[config.mk]
export PLATFORM = sky130hd
export DESIGN_NAME = calculator
export DESIGN_NICKNAME = d
export VERILOG_FILES = /design/src/rtl/calculator.sv
export SDC_FILE = /design/constraint.sdc
export NUM_CORES = 1
export LEC_CHECK = 0
export ABC_AREA = 1
export ABC_CLOCK_PERIOD_IN_PS = 800
export BUFFER_PORTS_ARGS = -buffer_cell sky130_fd_sc_hd__buf_2
export CAP_MARGIN = 30
export CORE_ASPECT_RATIO = 1.2
export CORE_MARGIN = 4
export CORE_UTILIZATION = 57
export CTS_BUF_LIST = sky130_fd_sc_hd__clkbuf_16
export CTS_CLUSTER_DIAMETER = 150
export DETAILED_ROUTE_END_ITERATION = 7
export GPL_TIMING_DRIVEN = 0
export HOLD_SLACK_MARGIN = 0.08
export PLACE_DENSITY = 0.75
export SETUP_SLACK_MARGIN = 0.02
export SLEW_MARGIN = 20
export SYNTH_ARGS = -nofsm -noshare
export SYNTH_HDL_FRONTEND = slang
export SYNTH_SLANG_ARGS = --single-unit
[constraint.sdc]
create_clock -name clk -period 0.8 [get_ports clk]
set_input_delay 0.16 -clock clk [delete_from_list [all_inputs] [get_ports clk]]
set_output_delay 0.16 -clock clk [all_outputs]
set_load 0.1 [all_outputs]
[src/rtl/calculator.sv]
// Registered 8-bit arithmetic unit: add, subtract, multiply or divide, signed or unsigned.
// One-cycle latency, one operation accepted every clock.
module calculator (
  input  logic        clk,
  input  logic        rst,
  input  logic [1:0]  mode,
  input  logic [7:0]  operand_a,
  input  logic [7:0]  operand_b,
  input  logic        signed_operation,
  output logic [15:0] result,
  output logic        valid,
  output logic        overflow,
  output logic        divide_by_zero
);

  typedef enum logic [1:0] {
    OP_ADD = 2'b00,
    OP_SUB = 2'b01,
    OP_MUL = 2'b10,
    OP_DIV = 2'b11
  } op_e;

  logic        neg_a;
  logic        neg_b;
  logic [15:0] ext_a;
  logic [15:0] ext_b;
  logic [15:0] sum;
  logic [15:0] diff;
  logic [15:0] prod;
  logic [7:0]  mag_a;
  logic [7:0]  mag_b;
  logic [7:0]  mag_q;
  logic [7:0]  mag_r;
  logic [7:0]  quo;
  logic [7:0]  rem;
  logic        b_zero;
  logic        fits_signed_sum;
  logic        fits_signed_diff;

  logic [15:0] next_result;
  logic        next_valid;
  logic        next_overflow;
  logic        next_dbz;

  // Full-precision 16-bit arithmetic on sign- or zero-extended operands.
  always_comb begin
    neg_a  = signed_operation & operand_a[7];
    neg_b  = signed_operation & operand_b[7];
    ext_a  = {{8{neg_a}}, operand_a};
    ext_b  = {{8{neg_b}}, operand_b};
    sum    = ext_a + ext_b;
    diff   = ext_a - ext_b;
    prod   = ext_a * ext_b;
    b_zero = (operand_b == 8'h00);

    // Bits 15..7 all equal means the value lies in -128..127.
    fits_signed_sum  = (&sum[15:7])  | ~(|sum[15:7]);
    fits_signed_diff = (&diff[15:7]) | ~(|diff[15:7]);

    // Signed divide runs on magnitudes; -128 has magnitude 0x80, which still fits 8 bits.
    mag_a = neg_a ? 8'(-operand_a) : operand_a;
    mag_b = neg_b ? 8'(-operand_b) : operand_b;
    if (b_zero) begin
      mag_q = 8'h00;
      mag_r = 8'h00;
    end else begin
      mag_q = mag_a / mag_b;
      mag_r = mag_a % mag_b;
    end
    quo = (neg_a ^ neg_b) ? 8'(-mag_q) : mag_q;
    rem = neg_a ? 8'(-mag_r) : mag_r;
  end

  always_comb begin
    next_result   = 16'h0000;
    next_valid    = 1'b1;
    next_overflow = 1'b0;
    next_dbz      = 1'b0;
    case (op_e'(mode))
      OP_ADD: begin
        next_result   = sum;
        next_overflow = signed_operation ? ~fits_signed_sum : sum[8];
      end
      OP_SUB: begin
        next_result   = diff;
        next_overflow = signed_operation ? ~fits_signed_diff : (operand_a < operand_b);
      end
      OP_MUL: begin
        next_result = prod;
      end
      OP_DIV: begin
        if (b_zero) begin
          next_valid = 1'b0;
          next_dbz   = 1'b1;
        end else begin
          next_result   = {rem, quo};
          next_overflow = signed_operation && (operand_a == 8'h80) && (operand_b == 8'hFF);
        end
      end
      default: begin
        next_result = 16'h0000;
      end
    endcase
  end

  always_ff @(posedge clk or posedge rst) begin
    if (rst) begin
      result         <= 16'h0000;
      valid          <= 1'b0;
      overflow       <= 1'b0;
      divide_by_zero <= 1'b0;
    end else begin
      result         <= next_result;
      valid          <= next_valid;
      overflow       <= next_overflow;
      divide_by_zero <= next_dbz;
    end
  end

endmodule

==> results.sh <==
export IMPL_crit_required_ps=890
export IMPL_cp_arrival_ps=10460
export IMPL_critPathMostFrequentCell="nand2_2"
export IMPL_start_util_pct=58.1
export IMPL_postSynthCellCount=1036
export IMPL_numCtsBuffers=3
export IMPL_drt_first_pass_iters=6
export IMPL_setup_worst_path_end="result[11]"
export IMPL_io_pins=40
export IMPL_hold_violations=0
export IMPL_syn_num_nets=1216
export IMPL_wl_per_cell_um=19.7
export IMPL_p_seq_share_pct=5.6
export IMPL_final_area_um2=10300
export IMPL_worst_pin_slew_ps=754
export IMPL_clkPwrFrac_pct=3.2
export IMPL_drt_first_iter_violations=680
export IMPL_routed_wl_mm=26.5
export IMPL_grt_setup_unrepaired="yes"
export IMPL_final_common_cell="inv_1"
export IMPL_place_congestion=0.932
export IMPL_htree_levels=1
export IMPL_track_usage_pct=33.3
export IMPL_synthTopCellsByArea="fa_1, ha_1, inv_1"
export IMPL_multi_input_area_um2=7000
export IMPL_synth_xor_area_share_pct=4.52
export IMPL_path_clk_slew_ps=50
export IMPL_yosysTopAreaCell="fa_1"
export IMPL_cp_start_kind="input pin"
export IMPL_critPathKind="input pin to register"
export IMPL_synth_top_family_by_area="adder cells"
export IMPL_leakagePower_uw=0.00518
export IMPL_slew_violations=0
export IMPL_vdd_drop_max_mv=3.35
export IMPL_drv_cap=0
export IMPL_sw_frac_of_total_pct=56.9
export IMPL_synthAdderAreaFrac_pct=33.8
export IMPL_syn_to_final_growth_pct=39.7
export IMPL_status="finished, violations left"
export IMPL_min_period_ps=10370
export IMPL_grt_pass1_vias=7966
export IMPL_crit_slowest_cell="nor3_1"
export IMPL_post_dp_cell_area_um2=8370
export IMPL_crit_buf_inv=12
export IMPL_drive_above_1_share_pct=38.6
export IMPL_seq_area_um2=547
export IMPL_critPathLaunch="operand_a[0]"
export IMPL_max_stage_delay_ps=330
export IMPL_vias=7923
export IMPL_portBuffers=39
export IMPL_fin_util_pct=81.2
export IMPL_power_density_nw_per_um2=3180
export IMPL_fmax_mhz=96.5
export IMPL_antennaDiodeCount=0
export IMPL_yosys_warnings=0
export IMPL_internal_power_uw=14100
export IMPL_hp_class="input pin to asynchronous set/reset pin"
export IMPL_synth_mux_area_share_pct=0
export IMPL_timing_hold_ws_ps=26.6
export IMPL_core_area_um2=12700
export IMPL_die_x_um=112
export IMPL_p_sw_uw=18600
export IMPL_crit_fanout=7
export IMPL_end_kind="register"
export IMPL_hpwl_mm=17.3
export IMPL_die_y_um=132
export IMPL_grt_max_degree=20
export IMPL_path_delay_family="simple AND/OR/NAND/NOR gates"
export IMPL_ys_seq_elements=19
export IMPL_clk_path_buf_depth=2
export IMPL_slew_headroom_pct=49.5
export IMPL_antenna_found_initial=0
export IMPL_drc=0
export IMPL_dp_cells=1239
export IMPL_total_power_uw=32700
export IMPL_synth_compound_area_share_pct=10.2
export IMPL_synth_simple_area_share_pct=32.0
export IMPL_yosysSeqAreaShare_pct=6.46
export IMPL_cp_depth=78
export IMPL_grt_pass1_wl_mm=39.8
export IMPL_cts_root_buf="clkbuf_16"
export IMPL_fin_crit_sh_pct=1300
export IMPL_avgViaCountPerCell=5.90
export IMPL_violations="negative setup slack"
export IMPL_grt_overflow_total=0
export IMPL_synth_avg_cell_area_um2=7.10
export IMPL_cts_sinks=19
export IMPL_stdcell_count=1344
export IMPL_setup_slack_ps=-9570
export IMPL_synth_top_area_share_pct=18.0
export IMPL_finalSetupViolCount=38
export IMPL_fillers=785
export IMPL_dieArea_um2=14800
export IMPL_layout_common_cells="inv_1, nand2_1, buf_4, ha_1, fa_1"
export IMPL_cts_tree="built"
export IMPL_postRouteAntennaNets=0
export IMPL_syn_area_um2=7360
export IMPL_yosysUniqueCellTypes=58
export IMPL_rows=45
export IMPL_nNetsFinal=1361
export IMPL_combPwrFrac_pct=91.2
==> power groups by stage <==
stage	Clock (uW)	Combinational, uW	Sequential [uW]
final	1040	29800	1850
after global routing	1080	32000	1860
after CTS	1020	25800	1810
after detailed placement	0	21800	1630
after global placement	0	21400	1610
after floorplan	0	14700	4130
==> registers in the layout (all words and copies together), names as in the netlist <==
| signal | flops |
|---|---|
| divide_by_zero | 1 |
| overflow | 1 |
| result | 16 |
| valid | 1 |
==> worst min-delay path by stage <==
stage / startpoint / end / slack [ps] / depth (start not counted)
floorplan: rst / divide_by_zero / 110 / 1
global placement: rst / result[13] / 290 / 2
detailed placement: rst / result[13] / 310 / 2
CTS: rst / result[15] / 40 / 2
global route: rst / result[11] / 100 / 2
finish: rst / result[5] / 30 / 2
==> layer usage <==
metal,up-vias,global-route usage [%],part of all wire (%)
met5,-,0,0
met4,0,18.8,8.4
met3,170,2.84,6.3
met2,434,60.4,51
met1,3753,38.2,34
li1,3566,-,-
==> per-stage QoR <==
step | worst slack, ps | setup TNS [ps]
after floorplan | -8730 | -137920
after global placement | -10320 | -168640
after detailed placement | -10500 | -171860
after CTS | -8870 | -146440
after global routing | -10060 | -165400
final | -9570 | -157510
==> layout make-up <==
cell class	instances	area share (%)
Tap cell	164	2.00
Inverter	221	8.86
Sequential cell	19	5.32
Clock inverter	1	0.0365
Buffer	23	2.40
Clock buffer	3	0.730
Multi-Input combinational cell	775	68.0
Timing Repair Buffer	138	12.6
==> logic make-up (layout without fill, tap and decap cells) <==
logic type | after synthesis | in the layout
simple gates | 452 | 454
buf+inv | 244 | 386
fa+ha+maj | 159 | 159
compound gates | 124 | 124
xor+xnor | 38 | 38
flops | 19 | 19
==> cells in the mapped netlist, drive strengths merged <==
| library cell | n |
|---|---|
| a2bb2oi | 1 |
| nand4 | 18 |
| fa | 66 |
| a22oi | 3 |
| or3 | 1 |
| clkbuf | 10 |
| clkinv | 3 |
| a211o | 1 |
| o211ai | 5 |
| a21o | 2 |
| xor2 | 27 |
| nand3 | 78 |
| o21ai | 39 |
| o21bai | 5 |
| or2 | 14 |
| o221ai | 2 |
| ha | 93 |
| nor2 | 80 |
| o2111ai | 3 |
| inv | 218 |
| nand2 | 235 |
| o32ai | 1 |
| a211oi | 1 |
| and2 | 8 |
| o311ai | 2 |
| nor3 | 16 |
| xnor2 | 11 |
| o31ai | 4 |
| a21oi | 53 |
| buf | 13 |
| a221oi | 1 |
| o31a | 1 |
| nand3b | 1 |
| dfrtp | 19 |
| nor4 | 1 |
==> timing repair <==
action	4_1_cts	5_1_grt
buffers inserted	73	28
pin swaps	76	73
endpoints found under the setup margin	38	38
gates resized for setup	189	73
endpoints found under the hold margin	19	0
gates cloned	2	0
(Power assumes the default switching activity.)
